<file path="src/rtl/idli_pkg.sv">
// idli_pkg: shared types for the slice-streaming buffer.
// word_t is the full operand word; slice_t/ctr_t describe one 4-bit slice
// and its index; sbuf_state_t is the buffer sequencer state.
package idli_pkg;

   localparam int WORD_W   = 16;
   localparam int SLICE_W  = 4;
   localparam int N_SLICES = WORD_W / SLICE_W;

   typedef logic [WORD_W-1:0]  word_t;
   typedef logic [SLICE_W-1:0] slice_t;
   typedef logic [1:0]         ctr_t;
   typedef logic [3:0]         bit_idx_t;

   typedef enum logic [1:0] {
      SBUF_IDLE   = 2'd0,
      SBUF_STREAM = 2'd1,
      SBUF_HOLD   = 2'd2
   } sbuf_state_t;

   // Index of the slice counter's last value (wraps back to 0 afterwards).
   localparam ctr_t CTR_LAST = ctr_t'(N_SLICES - 1);

   // Bit position of the least significant bit of slice number c.
   function automatic bit_idx_t slice_lsb(input ctr_t c);
      return {c, 2'b00};
   endfunction

endpackage

</file>
<file path="src/rtl/idli_slice_buf_m_if.sv">
// idli_slice_buf_m_if: handshake and data bundle of the slice buffer.
// slave  : the buffer itself (consumes i_*, drives o_*).
// master : the environment around it (producer, slice consumer, sink).
interface idli_slice_buf_m_if;
   import idli_pkg::*;

   // word input handshake
   logic   i_sbuf_in_vld;
   logic   o_sbuf_in_rdy;
   word_t  i_sbuf_in_data;
   logic   i_sbuf_flush;

   // slice stream towards the consumer
   ctr_t   o_sbuf_ctr;
   slice_t o_sbuf_slice;
   logic   o_sbuf_next;
   logic   o_sbuf_prev;
   logic   o_sbuf_busy;
   slice_t i_sbuf_res;

   // assembled result handshake
   logic   o_sbuf_out_vld;
   logic   i_sbuf_out_rdy;
   word_t  o_sbuf_out_data;

   modport slave (
      input  i_sbuf_in_vld,
      input  i_sbuf_in_data,
      input  i_sbuf_flush,
      input  i_sbuf_res,
      input  i_sbuf_out_rdy,
      output o_sbuf_in_rdy,
      output o_sbuf_ctr,
      output o_sbuf_slice,
      output o_sbuf_next,
      output o_sbuf_prev,
      output o_sbuf_busy,
      output o_sbuf_out_vld,
      output o_sbuf_out_data
   );

   modport master (
      output i_sbuf_in_vld,
      output i_sbuf_in_data,
      output i_sbuf_flush,
      output i_sbuf_res,
      output i_sbuf_out_rdy,
      input  o_sbuf_in_rdy,
      input  o_sbuf_ctr,
      input  o_sbuf_slice,
      input  o_sbuf_next,
      input  o_sbuf_prev,
      input  o_sbuf_busy,
      input  o_sbuf_out_vld,
      input  o_sbuf_out_data
   );

endinterface

</file>
<file path="src/rtl/idli_slice_sel_m.sv">
// idli_slice_sel_m: purely combinational slice picker.
// Returns slice number i_ctr of i_word together with the neighbouring bits:
// o_next is the LSB of the following slice, o_prev the MSB of the preceding
// one, both wrapping around the 16-bit word.
module idli_slice_sel_m
   import idli_pkg::*;
(
   input  word_t  i_word,
   input  ctr_t   i_ctr,
   output slice_t o_slice,
   output logic   o_next,
   output logic   o_prev
);

   bit_idx_t lsb_idx;
   bit_idx_t next_idx;
   bit_idx_t prev_idx;

   // 4-bit index arithmetic wraps modulo 16, giving the ring neighbours for free.
   always_comb begin
      lsb_idx  = slice_lsb(i_ctr);
      next_idx = lsb_idx + bit_idx_t'(SLICE_W);
      prev_idx = lsb_idx - bit_idx_t'(1);
      o_slice  = i_word[lsb_idx +: SLICE_W];
      o_next   = i_word[next_idx];
      o_prev   = i_word[prev_idx];
   end

endmodule

</file>
<file path="src/rtl/idli_slice_buf_m.sv">
// idli_slice_buf_m: streams a 16-bit word out as four 4-bit slices (LSB
// slice first), collects the consumer's 4-bit answer for each slice and
// presents the reassembled 16-bit result on a valid/ready output.
//
// Sequencer: IDLE -> STREAM (4 cycles, one slice each) -> HOLD (result
// valid until taken). i_sbuf_flush aborts STREAM/HOLD and discards the word.
//
// Build option: define IDLI_SBUF_B2B_EN to let a new word be accepted in the
// same cycle the held result is taken, removing the IDLE bubble between
// words. Without it, in_rdy stays low in HOLD.
module idli_slice_buf_m
   import idli_pkg::*;
(
   input  logic              i_sbuf_gck,
   input  logic              i_sbuf_rst_n,
   idli_slice_buf_m_if.slave sbuf
);

   sbuf_state_t state_q;
   sbuf_state_t state_d;

   word_t  src_q;
   word_t  res_q;
   ctr_t   ctr_q;

   logic   load_word;
   logic   stream_step;
   logic   drop_word;

   ctr_t   sel_ctr;
   slice_t sel_slice;
   logic   sel_next;
   logic   sel_prev;

   // State register.
   always_ff @(posedge i_sbuf_gck) begin
      if (!i_sbuf_rst_n) begin
         state_q <= SBUF_IDLE;
      end else begin
         state_q <= state_d;
      end
   end

   // Next-state: flush outranks every other event outside IDLE.
   always_comb begin
      state_d   = state_q;
      load_word = 1'b0;
      unique case (state_q)
         SBUF_IDLE: begin
            if (sbuf.i_sbuf_in_vld) begin
               state_d   = SBUF_STREAM;
               load_word = 1'b1;
            end
         end
         SBUF_STREAM: begin
            if (sbuf.i_sbuf_flush) begin
               state_d = SBUF_IDLE;
            end else if (ctr_q == CTR_LAST) begin
               state_d = SBUF_HOLD;
            end
         end
         SBUF_HOLD: begin
            if (sbuf.i_sbuf_flush) begin
               state_d = SBUF_IDLE;
            end else if (sbuf.i_sbuf_out_rdy) begin
`ifdef IDLI_SBUF_B2B_EN
               if (sbuf.i_sbuf_in_vld) begin
                  state_d   = SBUF_STREAM;
                  load_word = 1'b1;
               end else begin
                  state_d = SBUF_IDLE;
               end
`else
               state_d = SBUF_IDLE;
`endif
            end
         end
         default: begin
            state_d = SBUF_IDLE;
         end
      endcase
   end

   // Control outputs decoded from the current state.
   always_comb begin
      sbuf.o_sbuf_in_rdy  = 1'b0;
      sbuf.o_sbuf_busy    = 1'b0;
      sbuf.o_sbuf_out_vld = 1'b0;
      stream_step         = 1'b0;
      drop_word           = 1'b0;
      unique case (state_q)
         SBUF_IDLE: begin
            sbuf.o_sbuf_in_rdy = 1'b1;
         end
         SBUF_STREAM: begin
            sbuf.o_sbuf_busy = 1'b1;
            stream_step      = !sbuf.i_sbuf_flush;
            drop_word        = sbuf.i_sbuf_flush;
         end
         SBUF_HOLD: begin
            sbuf.o_sbuf_out_vld = 1'b1;
            drop_word           = sbuf.i_sbuf_flush;
`ifdef IDLI_SBUF_B2B_EN
            // A flush blocks the hand-over, so ready must drop with it.
            sbuf.o_sbuf_in_rdy  = sbuf.i_sbuf_out_rdy && !sbuf.i_sbuf_flush;
`endif
         end
         default: begin
            sbuf.o_sbuf_in_rdy = 1'b0;
         end
      endcase
   end

   // Source word, result assembly and slice counter.
   always_ff @(posedge i_sbuf_gck) begin
      if (!i_sbuf_rst_n) begin
         src_q <= '0;
         res_q <= '0;
         ctr_q <= '0;
      end else if (drop_word) begin
         res_q <= '0;
         ctr_q <= '0;
      end else if (load_word) begin
         src_q <= sbuf.i_sbuf_in_data;
         ctr_q <= '0;
      end else if (stream_step) begin
         // Last slice wraps the counter back to 0 for the next word.
         res_q[slice_lsb(ctr_q) +: SLICE_W] <= sbuf.i_sbuf_res;
         ctr_q                              <= ctr_q + ctr_t'(1);
      end
   end

   // Outside STREAM the selector is pinned to slice 0 of the source word.
   always_comb begin
      sel_ctr = (state_q == SBUF_STREAM) ? ctr_q : '0;
   end

   idli_slice_sel_m u_slice_sel (
      .i_word  (src_q),
      .i_ctr   (sel_ctr),
      .o_slice (sel_slice),
      .o_next  (sel_next),
      .o_prev  (sel_prev)
   );

   // Data outputs.
   always_comb begin
      sbuf.o_sbuf_ctr      = ctr_q;
      sbuf.o_sbuf_slice    = sel_slice;
      sbuf.o_sbuf_next     = sel_next;
      sbuf.o_sbuf_prev     = sel_prev;
      sbuf.o_sbuf_out_data = res_q;
   end

endmodule
</file>
<file path="src/flat_wrapper.sv">
// flat-port wrapper written by rule: the top's interface ports become plain ports
module idli_slice_buf_m_flat import idli_pkg::*;
  (i_sbuf_gck, i_sbuf_rst_n, sbuf_i_sbuf_in_vld, sbuf_i_sbuf_in_data, sbuf_i_sbuf_flush, sbuf_i_sbuf_res, sbuf_i_sbuf_out_rdy, sbuf_o_sbuf_in_rdy, sbuf_o_sbuf_ctr, sbuf_o_sbuf_slice, sbuf_o_sbuf_next, sbuf_o_sbuf_prev, sbuf_o_sbuf_busy, sbuf_o_sbuf_out_vld, sbuf_o_sbuf_out_data);
  idli_slice_buf_m_if sbuf_i ();
  input  logic i_sbuf_gck;
  input  logic i_sbuf_rst_n;
  input wire logic [$bits(sbuf_i.i_sbuf_in_vld)-1:0] sbuf_i_sbuf_in_vld;
  input wire logic [$bits(sbuf_i.i_sbuf_in_data)-1:0] sbuf_i_sbuf_in_data;
  input wire logic [$bits(sbuf_i.i_sbuf_flush)-1:0] sbuf_i_sbuf_flush;
  input wire logic [$bits(sbuf_i.i_sbuf_res)-1:0] sbuf_i_sbuf_res;
  input wire logic [$bits(sbuf_i.i_sbuf_out_rdy)-1:0] sbuf_i_sbuf_out_rdy;
  output wire logic [$bits(sbuf_i.o_sbuf_in_rdy)-1:0] sbuf_o_sbuf_in_rdy;
  output wire logic [$bits(sbuf_i.o_sbuf_ctr)-1:0] sbuf_o_sbuf_ctr;
  output wire logic [$bits(sbuf_i.o_sbuf_slice)-1:0] sbuf_o_sbuf_slice;
  output wire logic [$bits(sbuf_i.o_sbuf_next)-1:0] sbuf_o_sbuf_next;
  output wire logic [$bits(sbuf_i.o_sbuf_prev)-1:0] sbuf_o_sbuf_prev;
  output wire logic [$bits(sbuf_i.o_sbuf_busy)-1:0] sbuf_o_sbuf_busy;
  output wire logic [$bits(sbuf_i.o_sbuf_out_vld)-1:0] sbuf_o_sbuf_out_vld;
  output wire logic [$bits(sbuf_i.o_sbuf_out_data)-1:0] sbuf_o_sbuf_out_data;
  assign sbuf_i.i_sbuf_in_vld = sbuf_i_sbuf_in_vld;
  assign sbuf_i.i_sbuf_in_data = sbuf_i_sbuf_in_data;
  assign sbuf_i.i_sbuf_flush = sbuf_i_sbuf_flush;
  assign sbuf_i.i_sbuf_res = sbuf_i_sbuf_res;
  assign sbuf_i.i_sbuf_out_rdy = sbuf_i_sbuf_out_rdy;
  assign sbuf_o_sbuf_in_rdy = sbuf_i.o_sbuf_in_rdy;
  assign sbuf_o_sbuf_ctr = sbuf_i.o_sbuf_ctr;
  assign sbuf_o_sbuf_slice = sbuf_i.o_sbuf_slice;
  assign sbuf_o_sbuf_next = sbuf_i.o_sbuf_next;
  assign sbuf_o_sbuf_prev = sbuf_i.o_sbuf_prev;
  assign sbuf_o_sbuf_busy = sbuf_i.o_sbuf_busy;
  assign sbuf_o_sbuf_out_vld = sbuf_i.o_sbuf_out_vld;
  assign sbuf_o_sbuf_out_data = sbuf_i.o_sbuf_out_data;
  idli_slice_buf_m u_core (.i_sbuf_gck(i_sbuf_gck), .i_sbuf_rst_n(i_sbuf_rst_n), .sbuf(sbuf_i));
endmodule
</file>
<file path="config.mk">
export PLATFORM = sky130hd
export DESIGN_NAME = idli_slice_buf_m_flat
export DESIGN_NICKNAME = d
export VERILOG_FILES = /design/src/rtl/idli_pkg.sv /design/src/rtl/idli_slice_buf_m_if.sv /design/src/rtl/idli_slice_sel_m.sv /design/src/rtl/idli_slice_buf_m.sv /design/src/flat_wrapper.sv
export SDC_FILE = /design/constraint.sdc
export NUM_CORES = 1
export LEC_CHECK = 0
export ABC_AREA = 1
export BUFFER_PORTS_ARGS = -buffer_cell sky130_fd_sc_hd__buf_4
export CELL_PAD_IN_SITES_DETAIL_PLACEMENT = 2
export CELL_PAD_IN_SITES_GLOBAL_PLACEMENT = 2
export CORE_MARGIN = 4
export CORE_UTILIZATION = 28
export DETAILED_ROUTE_END_ITERATION = 16
export PLACE_DENSITY_LB_ADDON = 0.12
export SLEW_MARGIN = 20
export SYNTH_ARGS = -nofsm -noshare
export SYNTH_HDL_FRONTEND = slang
export SYNTH_SLANG_ARGS = --single-unit
export TNS_END_PERCENT = 1
</file>
<file path="constraint.sdc">
create_clock -name i_sbuf_gck -period 2 [get_ports i_sbuf_gck]
set_input_delay 0.1 -clock i_sbuf_gck [delete_from_list [all_inputs] [get_ports i_sbuf_gck]]
set_output_delay 0.1 -clock i_sbuf_gck [all_outputs]
set_load 0.1 [all_outputs]
</file>
==> impl_metrics.csv <==
group,metric,value,unit
synth,synth_area,0.001958,sq mm
die,rows,30,
routing,drc,0,
synth,synth_cells,287,
clock_tree,clock_path_buffers,2,
routing,wirelength,5699,microns
die,die_y,91.63,microns
worst_setup_path,slowest_delay,330,ps
worst_setup_path,cp.required,1900,ps
synth,synth-main-ff-cell,"dfxtp_1",
finish,stdcell_count,437,
clock_tree,ctsHoldBuffers,0,
die,die_x,91.63,microns
finish,syn2layout_area_growth,32.72,%
worst_setup_path,cp_cell_sequence,"inv_2 > ha_2 > nand2_1 > nor2_4 > nand2_1 > nand4_1 > buf_6",
synth,syn_nets,323,
worst_setup_path,path_class,"register to output pin",
placement,numPortBuffers,51,
placement,hpwl,4471,microns
sta,period_share,91.51,%
worst_setup_path,r2r_cells,7,
sta,slew_violations,0,
clock_tree,cts_setup_buffers,0,
job,maxCapViolCount,0,
global_route,grtUsageTotal,14.70,%
synth,synth_seq_cells,36,
routing,wl_per_cell,13.04,microns
placement,place_ws,310.4,ps
routing,first_pass_iters,3,
clock_tree,cts_tree,"built",
routing,ant_nets,0,
worst_setup_path,crit_buf_inv,2,
power_and_ir_drop,total_power,2740,uW
min_path,min_from,"sbuf_i_sbuf_in_data[5]",
power_and_ir_drop,vdd_drop_max,598.9,uV
routing,drtIter0Drc,39,
worst_setup_path,cp_common_cell,"nand2_1",
clock_tree,numCtsBuffers,5,
synth,synth_xor_area_share,0,%
min_path,whs_path_depth,3,
sta,maxSlewHeadroom,80.89,%
min_path,hp-class,"input port to register",
synth,syn_avg_cell_area,6.823,sq um
synth,yosysWarningCount,0,
worst_setup_path,worstPathArrival,1730,ps
placement,gp_congestion,0.7732,
finish,layout_common_cells,"nand2_1 (83), nor2_1 (52), buf_4 (46)",
clock_tree,cts-root-buf,"clkbuf_8",
global_route,grt_first_pass_wirelength,9811,microns
worst_setup_path,reg2reg_slack,320,ps
sta,grt_setup_unrepaired,"false",
finish,antennaDiodeCount,0,
global_route,antenna_found_initial,0,
finish,layout.cells.most_common,"nand2_1",
sta,tightest_slew,289.0,ps
die,io_pins,52,
sta,finalWorstSetupSlack,169.8,ps
power_and_ir_drop,p_per_area,1054,mW/mm^2
clock_tree,clkSlewWorstSetupHoldPaths,80,ps
synth,synth_top_family_by_area,"simple AND/OR/NAND/NOR gates",
global_route,grt_pass1_vias,2106,
finish,fin_nets,376,
global_route,grt_max_degree,20,
outcome,status,"finished clean",
synth,seq_area_frac_synth,36.81,%
sta,hold_viol_final,0,
synth,synth_edf_count,0,
worst_setup_path,cp_slowest_cell,"dfxtp_1",
clock_tree,insertion_delay,300,ps
die,fp.coreArea,0.006794,sq mm
power_and_ir_drop,leakage,0.001223,uW
clock_tree,cts_htree_levels,2,
synth,yosysUniqueCellTypes,26,
min_path,holdPathEnd,"u_core.src_q[5]",
worst_setup_path,cpLargestDelayFamily,"simple AND/OR/NAND/NOR gates",
finish,drive_gt1_share,26.10,%
clock_tree,cts_sinks,36,
sta,skew,8.192,ps
sta,period_needed,1830,ps
routing,vias,1935,
die,start_util,28.82,%
sta,max_freq,546.4,MHz
worst_setup_path,rr_startpoint,"u_core.sbuf.o_sbuf_ctr[0]",
synth,synth_fa_ha_area_share,7.029,%
sta,setup_viol,0,
worst_setup_path,reg2reg_to,"u_core.sbuf.o_sbuf_out_data[10]",
worst_setup_path,start_kind,"register",
synth,synth-simple-area-share,38.40,%
synth,synth_compound_area_share,8.435,%
worst_setup_path,end_kind,"output pin",
global_route,grt_overflow_total,0,
placement,placed_cells,429,
die,die-area,0.008395,sq mm
routing,via_per_inst,4.428,
worst_setup_path,worstPathMaxFanout,6,
synth,synthMuxAreaShare,0,%
synth,postSynth.asyncResetShare,0,%
[synth_stat cells, types with 3 or more instances]
cell	instances	share of area, %
nand2_1	83	16
nor2_1	52	10
dfxtp_1	36	37
inv_1	28	5.4
o21ai_0	15	3.8
ha_1	11	7.0
nand4_1	8	2.6
a21oi_1	7	1.8
a22oi_1	6	2.3
nand2_2	5	1.6
nor2_2	5	1.6
inv_2	4	0.77
nand3_1	4	1.0
nor2_4	4	2.3
clkinv_1	3	0.58
nand2_4	3	1.7
[cell type report]
type / instances / area (sq um)
clock buffers: 5 / 68.82
inverters: 37 / 142.6
flip-flops and latches: 36 / 728.2
repair buffers: 52 / 421.7
fillers: 825 / 4195
multi-input cells: 208 / 1071
well taps: 96 / 120.1
clock inverters: 3 / 46.29
[worst max path at each step]
stage                                  from                   end  depth (start not counted)
after floorplan           u_core.state_q[0]      u_core.src_q[10]                          8
after global placement    u_core.state_q[1]  sbuf_o_sbuf_slice[3]                          7
after detailed placement  u_core.state_q[1]  sbuf_o_sbuf_slice[1]                          7
after CTS                 u_core.state_q[1]      sbuf_o_sbuf_next                          7
after global routing      u_core.state_q[1]      sbuf_o_sbuf_next                          7
final                     u_core.state_q[1]  sbuf_o_sbuf_slice[0]                          7
[power breakdown]
part	leakage [uW]	internal [uW]	switching, uW
combinational	0.000872	314	863
clock	0.0000548	376	296
sequential	0.000296	815	76.4
total	0.00122	1500	1240
[metal layers]
layer	up-vias	wire length (microns)	GRT usage, %
met3	9	262	3.117
met5	-	0	0
met4	0	116	5.025
li1	986	-	-
met2	39	2962	27.15
met1	901	2357	16.53
[cells by family after synthesis]
logic type,Yosys count
buffers and inverters,43
AOI/OAI and AO/OA,30
DFF,36
and+or+nand+nor,167
adders and majority gates,11
[repair_timing]
| item | CTS | global route |
|---|---|---|
| hold endpoints to repair | 0 | 0 |
| pin swaps | 0 | 1 |
| gates resized for setup | 3 | 10 |
| setup endpoints to repair | 2 | 6 |
[flip-flops by register name (all words and copies together) (netlist names)]
| signal | flops |
|---|---|
| u_core.src_q | 16 |
| u_core.state_q | 2 |
| u_core.sbuf.o_sbuf_ctr | 2 |
| u_core.sbuf.o_sbuf_out_data | 16 |
[worst register-to-register path: stages (launching register included)]
cell     delay, ps
dfxtp_4        480
inv_2          120
ha_1           310
inv_1          150
nand2_1         90
nor2_1         240
a21oi_1        100
nor2_1         120
[metrics by stage]
step                TNS, ps  cell area [sq um]  util [%]  hold WS, ps
floorplan            -943.1               1966         -        242.4
CTS                       0               2565     37.75        26.12
detailed placement        0               2436     35.86        345.1
global placement          0               2436     35.86        339.1
finish                    0               2599     38.25        36.34
global route              0               2599     38.25        42.05
(Power assumes the default switching activity.)
